[src/rtl/password_lock_param.sv]
// Keypad-style code lock: switch rising edges are digits, matched in order
// against CODE; repeated failures trigger a timed, blinking lockout.
module password_lock_param #(
   parameter int unsigned N_SW           = 10,
   parameter int unsigned CODE_LEN       = 4,
   parameter int unsigned DW             = $clog2(N_SW),
   parameter logic [CODE_LEN*DW-1:0] CODE = {4'd9, 4'd1, 4'd0, 4'd2},
   parameter int unsigned MAX_FAIL       = 3,
   parameter int unsigned LOCK_CYCLES    = 1000,
   parameter int unsigned TIMEOUT_CYCLES = 500,
   parameter int unsigned BLINK_CYCLES   = 50
) (
   input  logic                               clk,
   input  logic                               rst,
   input  logic [N_SW-1:0]                    sw,
   input  logic                               clr,
   output logic [N_SW-1:0]                    led,
   output logic [2:0]                         state_o,
   output logic                               unlocked,
   output logic                               locked_out,
   output logic [$clog2(CODE_LEN+1)-1:0]      digit_cnt,
   output logic [$clog2(MAX_FAIL+1)-1:0]      fail_cnt
);

   localparam int unsigned CW = $clog2(CODE_LEN + 1);
   localparam int unsigned FW = $clog2(MAX_FAIL + 1);
   localparam int unsigned LW = $clog2(LOCK_CYCLES + 1);
   localparam int unsigned TW = $clog2(TIMEOUT_CYCLES + 1);
   localparam int unsigned BW = $clog2(BLINK_CYCLES + 1);

   typedef enum logic [2:0] {
      S_IDLE    = 3'd0,
      S_ENTRY   = 3'd1,
      S_ERROR   = 3'd2,
      S_OPEN    = 3'd3,
      S_LOCKOUT = 3'd4
   } state_t;

   state_t            r_state, w_state_nxt;
   logic [N_SW-1:0]   r_sw_d;
   logic [CW-1:0]     r_digit, w_digit_nxt;
   logic [FW-1:0]     r_fail, w_fail_nxt, w_fail_inc;
   logic [LW-1:0]     r_lock_tmr, w_lock_nxt;
   logic [TW-1:0]     r_to_cnt, w_to_nxt;
   logic [BW-1:0]     r_blink_cnt, w_blink_cnt_nxt;
   logic              r_blink_on, w_blink_on_nxt;
   logic [N_SW-1:0]   r_led, w_led_nxt;
   logic              r_unlocked, r_locked_out;

   logic [N_SW-1:0]   w_edge;
   logic              w_press, w_single, w_ok;
   logic [DW-1:0]     w_digit_val, w_exp_digit;

   // Rising-edge detect, one-hot check, digit encode and expected-digit lookup
   always_comb begin
      w_edge      = sw & ~r_sw_d;
      w_press     = (w_edge != '0);
      w_single    = w_press && ((w_edge & (w_edge - 1'b1)) == '0);
      w_digit_val = '0;
      for (int i = 0; i < N_SW; i++) begin
         if (w_edge[i]) w_digit_val = DW'(i);
      end
      w_exp_digit = '0;
      for (int k = 0; k < CODE_LEN; k++) begin
         if (r_digit == CW'(k)) w_exp_digit = CODE[k*DW +: DW];
      end
      w_ok       = w_single && (w_digit_val == w_exp_digit);
      w_fail_inc = (r_fail == FW'(MAX_FAIL)) ? r_fail : r_fail + 1'b1;
   end

   // Next-state, counters and registered-output decode
   always_comb begin
      w_state_nxt     = r_state;
      w_digit_nxt     = r_digit;
      w_fail_nxt      = r_fail;
      w_lock_nxt      = r_lock_tmr;
      w_to_nxt        = r_to_cnt;
      w_blink_cnt_nxt = r_blink_cnt;
      w_blink_on_nxt  = r_blink_on;
      w_led_nxt       = '0;

      case (r_state)
         S_IDLE, S_ENTRY: begin
            if (clr) begin
               w_state_nxt = S_IDLE;
               w_digit_nxt = '0;
            end else if (w_press) begin
               if (w_ok) begin
                  w_to_nxt = '0;
                  if (r_digit == CW'(CODE_LEN - 1)) begin
                     w_state_nxt = S_OPEN;
                     w_digit_nxt = CW'(CODE_LEN);
                     w_fail_nxt  = '0;
                  end else begin
                     w_state_nxt = S_ENTRY;
                     w_digit_nxt = r_digit + 1'b1;
                  end
               end else begin
                  w_fail_nxt  = w_fail_inc;
                  w_digit_nxt = '0;
                  if (w_fail_inc == FW'(MAX_FAIL)) begin
                     w_state_nxt     = S_LOCKOUT;
                     w_lock_nxt      = LW'(LOCK_CYCLES - 1);
                     w_blink_cnt_nxt = '0;
                     w_blink_on_nxt  = 1'b1;
                  end else begin
                     w_state_nxt = S_ERROR;
                  end
               end
            end else if (r_state == S_ENTRY) begin
               if (r_to_cnt == TW'(TIMEOUT_CYCLES - 1)) begin
                  w_state_nxt = S_IDLE;
                  w_digit_nxt = '0;
                  w_to_nxt    = '0;
               end else begin
                  w_to_nxt = r_to_cnt + 1'b1;
               end
            end
         end
         S_ERROR: begin
            if (clr) w_state_nxt = S_IDLE;
         end
         S_OPEN: begin
            if (clr || w_press) begin
               w_state_nxt = S_IDLE;
               w_digit_nxt = '0;
            end
         end
         S_LOCKOUT: begin
            if (r_lock_tmr == '0) begin
               w_state_nxt = S_IDLE;
               w_fail_nxt  = '0;
            end else begin
               w_lock_nxt = r_lock_tmr - 1'b1;
            end
            if (r_blink_cnt == BW'(BLINK_CYCLES - 1)) begin
               w_blink_cnt_nxt = '0;
               w_blink_on_nxt  = ~r_blink_on;
            end else begin
               w_blink_cnt_nxt = r_blink_cnt + 1'b1;
            end
         end
         default: w_state_nxt = S_IDLE;
      endcase

      case (w_state_nxt)
         S_ENTRY: begin
            for (int i = 0; i < N_SW; i++) w_led_nxt[i] = (i < int'(w_digit_nxt));
         end
         S_ERROR: begin
            for (int i = 0; i < N_SW; i++) w_led_nxt[i] = i[0];
         end
         S_OPEN:    w_led_nxt = '1;
         S_LOCKOUT: w_led_nxt = {N_SW{w_blink_on_nxt}};
         default:   w_led_nxt = '0;
      endcase
   end

   // State, counters and output registers
   always_ff @(posedge clk or negedge rst) begin
      if (!rst) begin
         r_state      <= S_IDLE;
         r_sw_d       <= '1;
         r_digit      <= '0;
         r_fail       <= '0;
         r_lock_tmr   <= '0;
         r_to_cnt     <= '0;
         r_blink_cnt  <= '0;
         r_blink_on   <= 1'b0;
         r_led        <= '0;
         r_unlocked   <= 1'b0;
         r_locked_out <= 1'b0;
      end else begin
         r_state      <= w_state_nxt;
         r_sw_d       <= sw;
         r_digit      <= w_digit_nxt;
         r_fail       <= w_fail_nxt;
         r_lock_tmr   <= w_lock_nxt;
         r_to_cnt     <= w_to_nxt;
         r_blink_cnt  <= w_blink_cnt_nxt;
         r_blink_on   <= w_blink_on_nxt;
         r_led        <= w_led_nxt;
         r_unlocked   <= (w_state_nxt == S_OPEN);
         r_locked_out <= (w_state_nxt == S_LOCKOUT);
      end
   end

   assign led        = r_led;
   assign state_o    = r_state;
   assign unlocked   = r_unlocked;
   assign locked_out = r_locked_out;
   assign digit_cnt  = r_digit;
   assign fail_cnt   = r_fail;

endmodule

[config.mk]
export PLATFORM = sky130hd
export DESIGN_NAME = password_lock_param
export DESIGN_NICKNAME = d
export VERILOG_FILES = /design/src/rtl/password_lock_param.sv
export SDC_FILE = /design/constraint.sdc
export NUM_CORES = 1
export LEC_CHECK = 0
export ABC_AREA = 1
export BUFFER_PORTS_ARGS = -buffer_cell sky130_fd_sc_hd__buf_4
export CORE_MARGIN = 2
export CORE_UTILIZATION = 30
export DETAILED_ROUTE_END_ITERATION = 10
export PLACE_DENSITY_LB_ADDON = 0.1
export SETUP_SLACK_MARGIN = 0.2
export SYNTH_ARGS = -nofsm -noshare
export SYNTH_HDL_FRONTEND = slang
export SYNTH_SLANG_ARGS = --single-unit
[constraint.sdc]
create_clock -name clk -period 2.5 [get_ports clk]
set_input_delay 0.75 -clock clk [delete_from_list [all_inputs] [get_ports clk]]
set_output_delay 0.75 -clock clk [all_outputs]
set_load 0.01 [all_outputs]
==> impl_metrics.tcl, run 1 <==
set metrics [dict create \
    peakVddDrop_v 0.000437 \
    cp_common_cell "nand2_2" \
    hold_path.class "input pin to async pin" \
    row_count 37 \
    start_util_pct 30.4 \
    cts_tree "yes" \
    outcome "finished clean" \
    die_y_um 106 \
    period_share_pct 89.2 \
    grt_pass1_vias 2572 \
    rsz0062_at_grt "yes" \
    finalClockSkew_ns 0.0117 \
    portBuffers 32 \
    final_util_pct 38.4 \
    first_pass_iters 4 \
    pin_count 33 \
    wirelength_um 6900 \
    ys_seq_area_share_pct 44.9 \
    clock-sinks 55 \
    crit_slowest_cell "dfrtp_1" \
    netlist_area_mm2 0.00309 \
    synthCells 373 \
    fillCellCount 1057 \
    report.final.slew_viol_count 0 \
    crit_chain "ha_4, ha_4, inv_2, buf_4, nand2_2, nand3_2, nor2_4, nand2_2, a21oi_4, nand2_4, o31ai_4, nand2_2, nor2_1, nand2_1, nand2_1" \
    die_w_um 106 \
    critPathKind "register to register" \
    htree_levels 2 \
    pre_cts_slack_ns 0.00635 \
    p_leak_nw 1.97 \
    ys_seq_elements 55 \
    area.growth.synth_to_final_pct 26.5 \
    hold_buffers 0 \
    setup_viol 0 \
    route.vias.total 2505 \
    cts_made_buffers 5 \
    setup_slack_ns 0.271 \
    critPathMaxFanout 6 \
    hold_viol 0 \
    track_usage_pct 13.1 \
    yosys_warnings 0 \
    syn_area_per_cell_um2 8.29 \
    stdcell_count 569 \
    finalCriticalPeriod_ns 2.23 \
    cp.arrival_ns 2.50 \
    critPathRequiredTime_ns 2.77 \
    grt_max_degree 56 \
    cts_buffer_depth 2 \
    dpl.hpwl_um 5090 \
    post_dp_cell_area_mm2 0.00360 \
    grt_pass1_wl_um 12000 \
    path_buf_inv 2 \
    layout_common_cells "nand2_1, inv_1, buf_4, dfrtp_1, nor2_1" \
    fmax_ghz 0.449 \
    core_area_mm2 0.0102 \
    synth_nets 395 \
    drive_gt1_share_pct 33.7 \
    relSlewSlack_pct 52.2 \
    route.detailed.drc 0 \
    layout.nets 454 \
    path_delay_family "simple AND/OR/NAND/NOR gates" \
    diodes 0 \
    fp.dieArea_mm2 0.0111 \
    synth.distinct_cells 42 \
    cts_root_buf "clkbuf_8" \
    insertion_delay_ns 0.32 \
    avgRoutedWirePerCell_um 12.1 \
    tightest_slew_ns 0.717 \
    final_cell_area_mm2 0.00391 \
    finalPower_mw 3.30 \
    overflow 0 \
    max_stage_delay_ns 0.43 \
    clk_pin_slew_ns 0.12 \
    ant_nets 0 \
    final_common_cell "nand2_1" \
    drt-initial-drc-count 91 \
    rrSetupSlack_ns 0.27 \
    gp_congestion 0.805 \
    crit_path_end_kind "register" \
    routed_via_density 4.40 \
    power_density_mw_per_mm2 845 \
    worstSetupStartpointType "register" \
    maxCapViolCount 0 \
    dp.cells 553 \
    antenna_found_initial 0 \
]
synthesized netlist by cell type:
| cell type | number | area share (%) |
|---|---|---|
| nor3b_1 | 1 | 0.24 |
| o21ai_2 | 1 | 0.28 |
| o21bai_1 | 1 | 0.24 |
| nand2_1 | 75 | 9.1 |
| xor2_1 | 5 | 1.4 |
| xnor2_1 | 1 | 0.28 |
| nor3_4 | 1 | 0.53 |
| nand3_2 | 6 | 1.9 |
| nor4_1 | 1 | 0.20 |
| inv_2 | 8 | 0.97 |
| dfrtp_1 | 45 | 36 |
| nor2_1 | 29 | 3.5 |
| nand4_1 | 5 | 1.0 |
| nand3b_2 | 1 | 0.36 |
| buf_4 | 3 | 0.73 |
| or2_0 | 1 | 0.20 |
| o22ai_1 | 2 | 0.40 |
| nor3_1 | 9 | 1.5 |
| nor2_2 | 5 | 1.0 |
| o31ai_1 | 1 | 0.24 |
| o21ai_1 | 4 | 0.65 |
| o21a_1 | 2 | 0.49 |
| o21ai_0 | 15 | 2.4 |
| nand2_4 | 4 | 1.5 |
| o2111ai_1 | 1 | 0.28 |
| a31oi_1 | 2 | 0.40 |
| a21o_1 | 1 | 0.24 |
| ha_1 | 9 | 3.6 |
| o31ai_4 | 1 | 0.69 |
| a32o_1 | 2 | 0.65 |
| nand4_2 | 1 | 0.40 |
| and3_1 | 1 | 0.20 |
| buf_6 | 1 | 0.36 |
| a21oi_4 | 2 | 1.1 |
| inv_1 | 61 | 7.4 |
| nand3_1 | 26 | 4.2 |
| nand2_2 | 13 | 2.6 |
| dfstp_2 | 10 | 8.5 |
| nor3_2 | 3 | 0.97 |
| nor2_4 | 3 | 1.1 |
| a21boi_1 | 1 | 0.24 |
| a21oi_1 | 9 | 1.5 |
logic make-up (layout without fill, tap and decap cells):
group	Yosys count	count (layout)	share of synthesized area, %
AOI/OAI and AO/OA	45	45	9.75
xor gates and xnor gates	6	6	1.70
adders and majority gates	9	9	3.64
buffers and inverters	73	133	9.47
DFF	55	55	44.9
and+or+nand+nor	185	185	30.5
registers in the layout, summed over array words and instances, names as in the netlist:
name / count
r_sw_d: 10
state_o: 3
r_to_cnt: 9
digit_cnt: 3
locked_out: 1
r_lock_tmr: 10
r_blink_cnt: 6
fail_cnt: 2
unlocked: 1
led: 9
r_blink_on: 1
worst register-to-register path, stage by stage, from the launching register on:
cell and delay (ns):
dfrtp_1 0.43, ha_4 0.16, ha_4 0.12, inv_2 0.03
buf_4 0.14, nand2_2 0.07, nand3_2 0.08, nor2_4 0.09
nand2_2 0.07, a21oi_4 0.17, nand2_4 0.11, o31ai_4 0.38
nand2_2 0.11, nor2_1 0.11, nand2_1 0.05, nand2_1 0.07
per-stage QoR:
stage	TNS [ns]	hold slack [ns]
4_1_cts	0	0.497
6_report	0	0.474
3_5_place_dp	0	0.471
5_1_grt	0	0.521
3_3_place_gp	-0.0326	0.467
2_1_floorplan	0	0.451
cell type report:
class	count	area, µm²	area share, %
Timing Repair Buffer	56	448	11.5
Clock buffer	5	68.8	1.76
Tap cell	136	170	4.35
Clock inverter	3	26.3	0.672
Inverter	69	272	6.94
Sequential cell	55	1390	35.5
Multi-Input combinational cell	245	1540	39.3
layer usage:
layer  up-vias  global-route usage [%]  routed length (µm)
met2        24                    21.8                3330
met3         4                    2.47                 202
met5         -                       0                   0
li1       1307                       -                   -
met4         0                    3.20                  59
met1      1170                    17.7                3310
worst paths after layout:
kind | endpoint | from | depth (start not counted)
min in group clk | r_lock_tmr[9]$_DFFE_PN0P_ | r_lock_tmr[9]$_DFFE_PN0P_ | 2
worst min-delay path | r_to_cnt[2]$_DFFE_PN0P_ | rst | 1
worst max register to register | led[6]$_DFF_PN0_ | digit_cnt[0]$_DFF_PN0_ | 15
worst max-delay path | led[6]$_DFF_PN0_ | digit_cnt[0]$_DFF_PN0_ | 15
worst min register to register | r_lock_tmr[9]$_DFFE_PN0P_ | r_lock_tmr[9]$_DFFE_PN0P_ | 2
max in group asynchronous | digit_cnt[2]$_DFF_PN0_ | rst | 1
power by group:
part	internal, mW	total, mW	leakage (nW)	switching (mW)
registers	1.16	1.36	0.650	0.200
logic	0.577	1.40	1.27	0.821
clock network	0.209	0.545	0.0495	0.336
repair_timing:
action	in CTS	in global routing
resized for setup	14	28
endpoints found under the setup margin	6	32
setup buffers	4	4
pin swaps	10	25
Note: power is estimated with default switching activity, not from simulation.
==> inputs of run 2 (changes only) <==
--- a/config.mk
+++ b/config.mk
@@ -5,7 +5,6 @@
 export SDC_FILE = /design/constraint.sdc
 export NUM_CORES = 1
 export LEC_CHECK = 0
-export ABC_AREA = 1
 export BUFFER_PORTS_ARGS = -buffer_cell sky130_fd_sc_hd__buf_4
 export CORE_MARGIN = 2
 export CORE_UTILIZATION = 30
==> impl_metrics.tcl, run 2 <==
set metrics [dict create \
    setup_slack_ns -0.100 \
    finalCriticalPeriod_ns 2.60 \
    layout.nets 390 \
    synth_area_leaders "dfrtp_1, dfstp_2, o21ai_0" \
    row_count 35 \
    grt_pass1_wl_um 11000 \
    antenna_found_initial 0 \
    critPathRequiredTime_ns 2.72 \
    first_pass_iters 4 \
    critPathMaxFanout 8 \
    yosys_warnings 0 \
    drive_gt1_share_pct 44.2 \
    cts_buffer_depth 2 \
    yosys.area_share.simple_pct 21.2 \
    insertion_delay_ns 0.31 \
    stdcell_count 480 \
    ys_seq_area_share_pct 50.1 \
    diodes 0 \
    synth.distinct_cells 52 \
    largestRegisters "r_lock_tmr: 10 flops, r_sw_d: 10 flops" \
    grt_pass1_vias 2387 \
    htree_levels 2 \
    synthCells 278 \
    overflow 0 \
    hold_viol 0 \
    synth_nets 300 \
    synth_flop_cell "dfrtp_1" \
    pin_count 33 \
    synth_commonest_cells "dfrtp_1, nand2_1, o21ai_0" \
    crit_chain "buf_6, nor2b_4, nor3_4, a22oi_1, or3_4, or3_4, a21o_1, or2_4, o31ai_2" \
    maxCapViolCount 0 \
    core_area_mm2 0.00911 \
    fp.dieArea_mm2 0.0100 \
    clk_pin_slew_ns 0.09 \
    gp_congestion 0.741 \
    yosysMostFrequentCell "dfrtp_1" \
    outcome "finished with violations" \
    synth-async-reset-ratio_pct 100 \
    critPathKind "input pin to register" \
    report.final.slew_viol_count 0 \
    pre_cts_slack_ns -0.561 \
    synth_top_family_by_area "simple AND/OR/NAND/NOR gates" \
    route.vias.total 2301 \
    violations "negative setup slack" \
    ys_seq_elements 55 \
    route.detailed.drc 0 \
    final_common_cell "buf_4" \
    drt-initial-drc-count 113 \
    layout_common_cells "buf_4, dfrtp_1, nand2_1, nor2_1, inv_1" \
    fmax_ghz 0.385 \
    grt_max_degree 56 \
    cts_made_buffers 5 \
    synth_compound_area_share_pct 16.3 \
    synth_top_cell_by_area "dfrtp_1" \
    routed_via_density 4.79 \
    synthMuxAreaShare_pct 0.768 \
    peakVddDrop_v 0.000419 \
    synth_top_area_share_pct 40.7 \
    ant_nets 0 \
    crit_path_end_kind "register" \
    worstSetupStartpointType "input pin" \
    setup_viol 10 \
    dpl.hpwl_um 4590 \
    crit_path_end "r_to_cnt[7]$_DFFE_PN0P_" \
    portBuffers 32 \
    dp.cells 461 \
    netlist_area_mm2 0.00277 \
    rrSetupSlack_ns -0.06 \
    die_y_um 100 \
    timing.rr.start "r_sw_d[3]$_DFF_PN1_" \
    r2r-end "r_to_cnt[7]$_DFFE_PN0P_" \
    rsz0062_at_grt "yes" \
    tightest_slew_ns 0.726 \
    synth_fa_ha_area_share_pct 4.43 \
    p_leak_nw 1.76 \
    die_w_um 100 \
    cts_root_buf "clkbuf_8" \
    holdWs_ns 0.489 \
    final_util_pct 43.9 \
    r2r_cells 8 \
    tns_ns -0.536 \
    cp_common_cell "or3_4" \
    start_util_pct 30.4 \
    worstSetupStartpoint "sw[0]" \
    clock-sinks 55 \
    synth-xor-area-share_pct 3.16 \
    syn_area_per_cell_um2 9.96 \
    cp.arrival_ns 2.82 \
    period_share_pct 104 \
    max_stage_delay_ns 0.45 \
    track_usage_pct 13.5 \
    synth_edf_count 0 \
    relSlewSlack_pct 51.6 \
    area.growth.synth_to_final_pct 44.4 \
    finalClockSkew_ns 0.00919 \
    wirelength_um 6580 \
    avgRoutedWirePerCell_um 13.7 \
    hold_path.class "input pin to async pin" \
    crit_slowest_cell "or3_4" \
    power_density_mw_per_mm2 827 \
    cts_tree "yes" \
]
-- run 2: through the flow --
step	total power, mW	cell area [µm²]
floorplan	1.86	2780
global placement	2.39	3460
detailed placement	2.40	3460
CTS	3.13	3690
global route	3.56	4000
finish	3.31	4000
-- run 2: worst max-delay path: cells and delay by family --
family / cells / cell delay (ns)
AOI/OAI and AO/OA: 3 / 0.51
buffers and inverters: 1 / 0.09
and+or+nand+nor: 5 / 1.46
-- run 2: where the power goes --
group          total (mW)  internal, mW  leakage, nW  switching [mW]
Sequential           1.27          1.11        0.658           0.162
Clock               0.685         0.400       0.0654           0.285
Combinational        1.36         0.675         1.03           0.681
-- run 2: final cells by class --
| class | instances | area (µm²) |
|---|---|---|
| Sequential cell | 55 | 1390 |
| Clock buffer | 6 | 72.6 |
| Fill cell | 905 | 5110 |
| Inverter | 17 | 63.8 |
| Clock inverter | 2 | 60.1 |
| Multi-Input combinational cell | 198 | 1540 |
| Tap cell | 111 | 139 |
| Timing Repair Buffer | 91 | 742 |
-- run 2: layer usage --
layer  wire, µm  vias up  share of wire, %  global-route usage, %
met2       3220       25                49                   23.6
met4         54        0              0.82                   3.48
met1       3140     1107                48                   17.3
met3        166        5               2.5                   2.44
li1           -     1164                 -                      -
met5          0        -                 0                      0
-- run 2: how the worst min path moves through the flow --
| stage | end | depth (start not counted) |
|---|---|---|
| final | digit_cnt[1]$_DFF_PN0_ | 1 |
| after global routing | r_sw_d[8]$_DFF_PN1_ | 1 |
| after CTS | r_to_cnt[7]$_DFFE_PN0P_ | 1 |
| after detailed placement | r_to_cnt[7]$_DFFE_PN0P_ | 1 |
| after global placement | r_blink_cnt[5]$_DFFE_PN0P_ | 1 |
| after floorplan | r_to_cnt[5]$_DFFE_PN0P_ | 1 |
-- run 2: kinds of logic (layout without fill, tap and decap cells) --
family,count (synthesis),after routing
muxes,2,2
DFF,55,55
buffers and inverters,25,116
and+or+nand+nor,106,106
AOI/OAI and AO/OA,70,70
xor gates and xnor gates,10,10
adders and majority gates,10,10
-- run 2: timing repair --
action,4_1_cts,5_1_grt
resized for setup,23,61
endpoints found under the hold margin,0,0
pin swaps,3,10
hold buffers,0,0
cloned,0,1
buffers inserted,2,8
setup endpoints to repair,30,39
